### src/rtl/vc_arb_pkg.sv
`default_nettype none
// ============================================================================
//  Module   : vc_arb_pkg
//  Purpose  : Shared state encodings and defaults for the VC arbiter slice.
//  Revision : 1.0 - initial release
// ============================================================================
package vc_arb_pkg;

    localparam int C_STARVE_LIMIT_DEFAULT = 4;
    localparam int C_CNT_WIDTH_DEFAULT    = 5;

    typedef enum logic [1:0] {
        ST_IDLE   = 2'b00,
        ST_ACTIVE = 2'b01,
        ST_PAUSE  = 2'b10
    } arb_state_e;

    // Width able to hold 0..limit; never zero so the counter always exists.
    function automatic int starve_cnt_width(input int limit);
        return (limit < 1) ? 1 : $clog2(limit + 1);
    endfunction

endpackage
`default_nettype wire

### src/rtl/arbiter_vc_if.sv
`default_nettype none
// ============================================================================
//  Module   : arbiter_vc_if
//  Purpose  : FIFO status / pop strobe bundle between arbiter and VC FIFOs.
//  Revision : 1.0 - initial release
// ============================================================================
interface arbiter_vc_if #(
    parameter int CNT_WIDTH = vc_arb_pkg::C_CNT_WIDTH_DEFAULT
);
    logic                 VC0_empty;
    logic                 VC1_empty;
    logic                 D0_almost_full;
    logic                 D1_almost_full;
    logic                 pop_VC0;
    logic                 pop_VC1;
    logic                 pop_delay_VC0;
    logic                 pop_delay_VC1;
    logic [CNT_WIDTH-1:0] cnt_VC0;
    logic [CNT_WIDTH-1:0] cnt_VC1;
    logic [1:0]           state;

    modport master (
        input  VC0_empty, VC1_empty, D0_almost_full, D1_almost_full,
        output pop_VC0, pop_VC1, pop_delay_VC0, pop_delay_VC1,
               cnt_VC0, cnt_VC1, state
    );

    modport slave (
        output VC0_empty, VC1_empty, D0_almost_full, D1_almost_full,
        input  pop_VC0, pop_VC1, pop_delay_VC0, pop_delay_VC1,
               cnt_VC0, cnt_VC1, state
    );
endinterface
`default_nettype wire

### src/rtl/arb_starve_cnt.sv
`default_nettype none
// ============================================================================
//  Module   : arb_starve_cnt
//  Purpose  : Counts consecutive VC0 grants while VC1 waits; forces a VC1 turn.
//  Revision : 1.0 - initial release
// ============================================================================
module arb_starve_cnt
    import vc_arb_pkg::*;
#(
    parameter int STARVE_LIMIT = C_STARVE_LIMIT_DEFAULT
) (
    input  wire logic clk,
    input  wire logic reset,
    input  wire logic grant_VC0,
    input  wire logic grant_VC1,
    input  wire logic VC1_empty,
    output logic      force_VC1
);
    localparam int              SCW     = starve_cnt_width(STARVE_LIMIT);
    localparam logic [SCW-1:0]  C_LIMIT = SCW'(STARVE_LIMIT);

    logic [SCW-1:0] r_consec;

    always_ff @(posedge clk or posedge reset) begin
        if (reset) begin
            r_consec <= '0;
        end else if (grant_VC1 || VC1_empty) begin
            r_consec <= '0;
        end else if (grant_VC0 && (r_consec != C_LIMIT)) begin
            r_consec <= r_consec + SCW'(1);
        end
    end

    assign force_VC1 = ~VC1_empty & (r_consec >= C_LIMIT);

endmodule
`default_nettype wire

### src/rtl/arbiter_vc.sv
`default_nettype none
// ============================================================================
//  Module   : arbiter_vc
//  Purpose  : Two-VC strict-priority pop arbiter with starvation guard and
//             downstream back-pressure pause.
//  Revision : 1.0 - initial release
// ============================================================================
module arbiter_vc
    import vc_arb_pkg::*;
#(
    parameter int STARVE_LIMIT = C_STARVE_LIMIT_DEFAULT,
    parameter int CNT_WIDTH    = C_CNT_WIDTH_DEFAULT
) (
    input  wire logic    clk,
    input  wire logic    reset,
    arbiter_vc_if.master bus
);
    arb_state_e           r_state;
    logic                 r_pop_delay_vc0;
    logic                 r_pop_delay_vc1;
    logic [CNT_WIDTH-1:0] r_cnt_vc0;
    logic [CNT_WIDTH-1:0] r_cnt_vc1;

    logic w_stall;
    logic w_any;
    logic w_grant_ok;
    logic w_force_vc1;
    logic w_pop_vc0;
    logic w_pop_vc1;

    assign w_stall    = bus.D0_almost_full | bus.D1_almost_full;
    assign w_any      = ~bus.VC0_empty | ~bus.VC1_empty;
    assign w_grant_ok = (r_state == ST_ACTIVE) & ~w_stall;

    // VC0 wins unless the starvation guard hands this slot to VC1.
    assign w_pop_vc0 = w_grant_ok & ~bus.VC0_empty & ~w_force_vc1;
    assign w_pop_vc1 = w_grant_ok & ~bus.VC1_empty & ~w_pop_vc0;

    arb_starve_cnt #(
        .STARVE_LIMIT (STARVE_LIMIT)
    ) u_starve_cnt (
        .clk       (clk),
        .reset     (reset),
        .grant_VC0 (w_pop_vc0),
        .grant_VC1 (w_pop_vc1),
        .VC1_empty (bus.VC1_empty),
        .force_VC1 (w_force_vc1)
    );

    // Every state shares the same exits, so the next state depends only on inputs.
    always_ff @(posedge clk or posedge reset) begin
        if (reset) begin
            r_state         <= ST_IDLE;
            r_pop_delay_vc0 <= 1'b0;
            r_pop_delay_vc1 <= 1'b0;
            r_cnt_vc0       <= '0;
            r_cnt_vc1       <= '0;
        end else begin
            if (w_stall) begin
                r_state <= ST_PAUSE;
            end else if (w_any) begin
                r_state <= ST_ACTIVE;
            end else begin
                r_state <= ST_IDLE;
            end

            r_pop_delay_vc0 <= w_pop_vc0;
            r_pop_delay_vc1 <= w_pop_vc1;

            if (w_pop_vc0) begin
                r_cnt_vc0 <= r_cnt_vc0 + CNT_WIDTH'(1);
            end
            if (w_pop_vc1) begin
                r_cnt_vc1 <= r_cnt_vc1 + CNT_WIDTH'(1);
            end
        end
    end

    assign bus.pop_VC0       = w_pop_vc0;
    assign bus.pop_VC1       = w_pop_vc1;
    assign bus.pop_delay_VC0 = r_pop_delay_vc0;
    assign bus.pop_delay_VC1 = r_pop_delay_vc1;
    assign bus.cnt_VC0       = r_cnt_vc0;
    assign bus.cnt_VC1       = r_cnt_vc1;
    assign bus.state         = r_state;

endmodule
`default_nettype wire
### src/flat_wrapper.sv
// flat-port wrapper written by rule: the top's interface ports become plain ports
module arbiter_vc_flat import vc_arb_pkg::*;
#(
    parameter int STARVE_LIMIT = C_STARVE_LIMIT_DEFAULT,
    parameter int CNT_WIDTH    = C_CNT_WIDTH_DEFAULT
)
  (clk, reset, bus_VC0_empty, bus_VC1_empty, bus_D0_almost_full, bus_D1_almost_full, bus_pop_VC0, bus_pop_VC1, bus_pop_delay_VC0, bus_pop_delay_VC1, bus_cnt_VC0, bus_cnt_VC1, bus_state);
  arbiter_vc_if #(.CNT_WIDTH(CNT_WIDTH)) bus_i ();
  input  wire logic clk;
  input  wire logic reset;
  input wire logic [$bits(bus_i.VC0_empty)-1:0] bus_VC0_empty;
  input wire logic [$bits(bus_i.VC1_empty)-1:0] bus_VC1_empty;
  input wire logic [$bits(bus_i.D0_almost_full)-1:0] bus_D0_almost_full;
  input wire logic [$bits(bus_i.D1_almost_full)-1:0] bus_D1_almost_full;
  output wire logic [$bits(bus_i.pop_VC0)-1:0] bus_pop_VC0;
  output wire logic [$bits(bus_i.pop_VC1)-1:0] bus_pop_VC1;
  output wire logic [$bits(bus_i.pop_delay_VC0)-1:0] bus_pop_delay_VC0;
  output wire logic [$bits(bus_i.pop_delay_VC1)-1:0] bus_pop_delay_VC1;
  output wire logic [$bits(bus_i.cnt_VC0)-1:0] bus_cnt_VC0;
  output wire logic [$bits(bus_i.cnt_VC1)-1:0] bus_cnt_VC1;
  output wire logic [$bits(bus_i.state)-1:0] bus_state;
  assign bus_i.VC0_empty = bus_VC0_empty;
  assign bus_i.VC1_empty = bus_VC1_empty;
  assign bus_i.D0_almost_full = bus_D0_almost_full;
  assign bus_i.D1_almost_full = bus_D1_almost_full;
  assign bus_pop_VC0 = bus_i.pop_VC0;
  assign bus_pop_VC1 = bus_i.pop_VC1;
  assign bus_pop_delay_VC0 = bus_i.pop_delay_VC0;
  assign bus_pop_delay_VC1 = bus_i.pop_delay_VC1;
  assign bus_cnt_VC0 = bus_i.cnt_VC0;
  assign bus_cnt_VC1 = bus_i.cnt_VC1;
  assign bus_state = bus_i.state;
  arbiter_vc #(.STARVE_LIMIT(STARVE_LIMIT), .CNT_WIDTH(CNT_WIDTH)) u_core (.clk(clk), .reset(reset), .bus(bus_i));
endmodule
### config.mk
export PLATFORM = sky130hd
export DESIGN_NAME = arbiter_vc_flat
export DESIGN_NICKNAME = d
export VERILOG_FILES = /design/src/rtl/vc_arb_pkg.sv /design/src/rtl/arbiter_vc_if.sv /design/src/rtl/arb_starve_cnt.sv /design/src/rtl/arbiter_vc.sv /design/src/flat_wrapper.sv
export SDC_FILE = /design/constraint.sdc
export NUM_CORES = 1
export LEC_CHECK = 0
export BUFFER_PORTS_ARGS = -buffer_cell sky130_fd_sc_hd__buf_2
export CORE_ASPECT_RATIO = 1.1
export CORE_MARGIN = 10
export CORE_UTILIZATION = 48
export CTS_BUF_LIST = sky130_fd_sc_hd__clkbuf_8
export DETAILED_ROUTE_END_ITERATION = 7
export PLACE_DENSITY = 0.77
export SLEW_MARGIN = 30
export SYNTH_ARGS = -nofsm -noshare
export SYNTH_HDL_FRONTEND = slang
export SYNTH_SLANG_ARGS = --single-unit
### constraint.sdc
create_clock -name clk -period 1.6 [get_ports clk]
set_input_delay 0.24 -clock clk [delete_from_list [all_inputs] [get_ports clk]]
set_output_delay 0.24 -clock clk [all_outputs]
set_load 0.01 [all_outputs]
======== Yosys cells after proc, flatten, opt, wreduce, memory -nomap -nowiden ========
Index checks and enable logic that the tools add are counted.
word-level totals
  register bits after elaboration ......... 17
  input port bits ......................... 6
  output and inout bits ................... 16
  logic and storage cells ................. 32
operators by class
  add/subtract/negate cells ............... 3
  magnitude comparators ................... 1
  eq/ne operators ......................... 2
  muxes and demuxes ....................... 4
  bitwise operators ....................... 13
  reduce and logical (&&, ||, !) cells .... 3
operators with widths
  cell                                                  number
  adder 5 x 1 -> 5 bit (second input constant)          2
  bitwise AND 1 bit                                     6
  2-to-1 mux 3 bit                                      2
  inverter 1 bit                                        5
  adder 3 x 1 -> 3 bit (second input constant)          1
  >= comparator 3 bit (second input constant)           1
  != test 3 bit (second input constant)                 1
  equality test 2 x 1 -> 1 bit (second input constant)  1
  2-to-1 mux 2 bit                                      1
  OR 1 bit                                              2
  nonzero test 2 bit                                    1
  logical AND 1 bit                                     1
  logical OR 1 bit                                      1
  2-to-1 mux 1 bit                                      1

======== Logic depth before layout (Yosys ltp) ========
  depth in word-level cells ............... 9
  mapped depth ............................ 4
  gate-level depth less buffers ........... 4

======== Cells and area by module ========
A second synthesis with hierarchy kept.
second synthesis, totals
  cell total of the unflattened synthesis .. 63
  area, all modules ....................... 807.0 um^2
modules (own cells, without submodules)
  module          instances  cells an instance  area an instance (um^2)  sequential area each (um^2)
  arbiter_vc      1          44                 600.6                    350.3
  arb_starve_cnt  1          19                 206.4                    75.1

======== Least setup slack after synthesis ========
Ideal clock, no wire load.
  kind .................................... register -> register
  start ................................... register u_core.r_state[1], in the netlist u_core.bus.state[1]
  end ..................................... register u_core.r_cnt_vc0[1], in the netlist u_core.bus.cnt_VC0[1]
  setup time .............................. 125 ps
  arrival ................................. 1716 ps
  data required time ...................... 1475 ps
  path slack .............................. -241 ps
  stages on the path, launching flop included .. 5
  period minus slack after synthesis ...... 1841 ps
  cell sequence ........................... dfrtp_1 -> or4b_4 -> buf_6 -> nor3_4 -> mux2_4
between the ends
  word-level cells in the longest chain between the ends .. 4
ends and longest elaborated chain
  item                             RTL line            RTL
  start: declaration               arbiter_vc.sv:18    arb_state_e r_state;
  start signal: assignment         arbiter_vc.sv:53    r_state <= ST_IDLE;
  start signal: assignment         arbiter_vc.sv:60    r_state <= ST_PAUSE;
  start signal: assignment         arbiter_vc.sv:62    r_state <= ST_ACTIVE;
  equality test 2 x 1 -> 1 bit     arbiter_vc.sv:33    assign w_grant_ok = (r_state == ST_ACTIVE) & ~w_stall;
  bitwise AND 1 bit                arbiter_vc.sv:33
  bitwise AND 1 bit (2 in series)  arbiter_vc.sv:36    assign w_pop_vc0 = w_grant_ok & ~bus.VC0_empty & ~w_force_vc1;
  via bus_pop_VC0                  flat_wrapper.sv:15  output wire logic [$bits(bus_i.pop_VC0)-1:0] bus_pop_VC0;
  end signal: assignment           arbiter_vc.sv:71    r_cnt_vc0 <= r_cnt_vc0 + CNT_WIDTH'(1);
  end: declaration                 arbiter_vc.sv:21    logic [CNT_WIDTH-1:0] r_cnt_vc0;
The timed path passes the listed nets, and every way through them passes these cells.
A chain may end at the register's enable or synchronous reset.

======== Final worst setup path ========
  start ................................... register u_core.r_state[1], in the netlist u_core.bus.state[1]
  end ..................................... output bus_pop_VC0
between the ends
  word-level cells in the longest chain between the ends .. 4
ends and longest elaborated chain
  item                             RTL line
  equality test 2 x 1 -> 1 bit     arbiter_vc.sv:33
  bitwise AND 1 bit                arbiter_vc.sv:33
  bitwise AND 1 bit (2 in series)  arbiter_vc.sv:36
  end: declaration                 flat_wrapper.sv:15
No other way between the ends.

==> reports/metrics.csv <==
stage,metric,value,unit
status,status,"finished, violations left",
status,failing checks,negative setup slack,
cells_and_area,fraction of layout cells with a size suffix above 1,48.4,%
timing,Max Slew Vio Count,0,
critical_path,Crit path depth,3,
routing,WL/cell,14.9,um
power_and_ir_drop,Max VDD drop,0.556,mV
floorplan,# IOs,22,
timing,Least-Margin Pin Slew,0.649,ns
yosys,Avg Synthesized Cell Area,13.0,um^2
yosys,synthesis-stage register bit count,17,
cells_and_area,"most common cell after layout, fill and taps aside",buf_2,
timing,Worst slew margin,56.6,%
critical_path,delay of the slowest critical-path stage,0.57,ns
critical_path,startpoint types,flop,
critical_path,Worst EP required,1.36,ns
placed_design,Place WS,-0.0791,ns
clock_network,clock slew seen by the registers of the worst setup and hold paths,0.06,ns
cells_and_area,ANT cells,0,
yosys,post-synthesis sequential area ratio,51.8,%
global_routing,largest net degree at the start of global routing,18,
timing,setup ws final,-0.173,ns
cells_and_area,most frequent cells in the layout,"buf_2, dfrtp_1, buf_4",
global_routing,gr usage total,9.44,%
cells_and_area,final net count,106,
routing,post-DR vias/cell,5.17,
yosys,Netlist cell types,21,
clock_network,total CTS buffers,3,
timing,post-route clock period utilization,111,%
routing,final wirelength,1670,um
routing,DR DRC count,0,
clock_network,CTS tree,yes,
clock_network,clk_lat worst skew,0.25,ns
yosys,Post-Syn Nets,73,
yosys,Yosys Warn Count,0,
run,maxcap violations,0,
timing,Final Skew,0.00149,ns
global_routing,GRT overflow,0,
critical_path,CP Max Fanout,4,
global_routing,first-pass GRT wire length,2710,um
routing,first drt pass iteration count,4,
cells_and_area,Layout Cells excl Fill,112,
placed_design,Port-buffer cells,21,
power_and_ir_drop,Power Density,783,mW/mm^2
timing,shortest period the worst path allows,1.77,ns
routing,antenna-violating nets left,0,
floorplan,Core Area,0.00160,mm^2
critical_path,Setup crit end kind,primary output,
critical_path,CP max stage cell,or4b_4,
critical_path,Worst path top cell family by delay,simple AND/OR/NAND/NOR gates,
clock_network,Post-CTS Hold Buffers,0,
clock_network,H-Tree Level Count,1,
min_path,HP Class,input pin to async pin,
critical_path,CP Cell Sequence,or4b_4 -> nor3_4 -> buf_2,
floorplan,# rows,15,
clock_network,Root Driver,clkbuf_8,
yosys,cell count after synthesis,63,
floorplan,Die Area,0.00377,mm^2
timing,upper clock frequency limit,564,MHz
timing,RSZ-0062 raised after global routing,yes,
routing,DR vias,579,
floorplan,Die Y,63.4,um
critical_path,Critical Path AT,1.53,ns
critical_path,Reg2Reg Setup Slack,-0.08,ns
global_routing,antenna violations before repair,0,
routing,DR iter-0 viols,11,
clock_network,CTS Buffer Depth,2,
floorplan,Die X,59.4,um
yosys,Netlist Area Pre-Place,821,um^2
timing,Setup-failing EPs final,10,
critical_path,worst r2r path cells,4,
floorplan,initial core utilization,51.5,%
cells_and_area,Synth-to-Final Area Change,32.8,%
timing,Fin. Hold Viols,0,
critical_path,CP bufs+invs,1,
critical_path,WS Path Type,flop to primary output,
clock_network,# clock sinks,17,
placed_design,RD Place Congestion,0.723,
placed_design,post-placement cell count,106,
power_and_ir_drop,Lkg Pwr,0.579,nW
placed_design,detailed-placement wirelength estimate,1280,um
global_routing,via count of the first global-routing pass,591,
## worst reg2reg max path, delay by kind of cell, from the launching register on
family,cells,cell delay [ns]
flip-flops,1,0.38
buffers and inverters,1,0.16
multiplexers,1,0.29
AND/OR/NAND/NOR,2,0.73
## flip-flops by register name (all words and copies together), names as in the netlist
signal	cells
u_core.bus.pop_delay_VC0	1
u_core.bus.state	2
u_core.u_starve_cnt.r_consec	3
u_core.bus.pop_delay_VC1	1
u_core.bus.cnt_VC0	5
u_core.bus.cnt_VC1	5
## per-layer routing
| metal | vias up | wire [um] | GRT usage (%) |
|---|---|---|---|
| met5 | - | 0 | 0 |
| li1 | 284 | - | - |
| met4 | 0 | 45 | 6.03 |
| met1 | 274 | 656 | 9.71 |
| met2 | 16 | 835 | 14.7 |
| met3 | 5 | 127 | 4.41 |
## layout make-up
cell class | instances | area, um^2
fillers | 133 | 505
repair buffers | 30 | 173
clock inverters | 1 | 3.75
multi-input cells | 41 | 414
inverters | 3 | 11.3
flip-flops and latches | 17 | 425
well taps | 17 | 21.3
clock buffers | 3 | 41.3
## cell usage after synthesis
cell | instances | share of area (%)
clkbuf_1 | 1 | 0.46
or2_2 | 1 | 0.76
mux2_4 | 1 | 1.8
inv_1 | 3 | 1.4
nor3_4 | 1 | 2.0
nor3_2 | 1 | 1.2
nor4_2 | 3 | 4.6
a21oi_1 | 4 | 2.4
nor4_4 | 1 | 2.6
buf_6 | 1 | 1.4
nand2_1 | 3 | 1.4
or4b_4 | 1 | 1.7
dfrtp_1 | 17 | 52
ha_1 | 4 | 6.1
nor2_2 | 1 | 0.76
nor4b_1 | 1 | 1.1
nor4b_2 | 2 | 3.7
nand3_1 | 7 | 4.3
xor2_1 | 8 | 8.5
mux2_1 | 1 | 1.4
nor2b_1 | 1 | 0.76
## metrics by stage
stage	util, %	hold WS, ns	setup TNS [ns]	power (mW)	area, um^2
6_report	68.3	0.0562	-0.681	0.854	1090
2_1_floorplan	-	0.166	-0.350	0.504	825
3_3_place_gp	61.7	0.343	-0.0886	0.540	985
5_1_grt	68.3	0.106	-1.37	0.893	1090
4_1_cts	67.8	0.0766	-0.519	0.863	1080
3_5_place_dp	61.7	0.349	-0.322	0.543	985
## power breakdown
group          total [mW]  switching, mW  leakage (nW)  internal [mW]
registers           0.459         0.0149         0.231          0.444
logic              0.0801         0.0482         0.320         0.0319
clock network       0.315          0.144        0.0269          0.170
total               0.854          0.207         0.579          0.646
## cells by family after synthesis
group | after synthesis | synth area share (%)
buffers and inverters | 5 | 3.20
xor gates and xnor gates | 8 | 8.54
AOI/OAI and AO/OA | 4 | 2.44
DFF | 17 | 51.8
and+or+nand+nor | 23 | 24.7
muxes | 2 | 3.20
adders and majority gates | 4 | 6.10
## worst paths after layout
path / startpoint / end
worst max-delay path: u_core.bus.state[1]$_DFF_PP0_ / bus_pop_VC0
worst min-delay path: reset / u_core.bus.cnt_VC0[3]$_DFFE_PP0P_
worst max register to register: u_core.bus.state[1]$_DFF_PP0_ / u_core.bus.cnt_VC0[1]$_DFFE_PP0P_
worst min register to register: u_core.bus.cnt_VC0[4]$_DFFE_PP0P_ / u_core.bus.cnt_VC0[4]$_DFFE_PP0P_
max in group asynchronous: reset / u_core.u_starve_cnt.r_consec[2]$_DFFE_PP0P_
min in group clk: bus_D1_almost_full / u_core.bus.state[1]$_DFF_PP0_
## timing repair
action | in CTS | in global routing
setup endpoints to repair | 8 | 11
pin swaps | 2 | 5
setup buffers | 2 | 0
gates resized for setup | 5 | 1
Note: power is estimated with default switching activity, not from simulation.
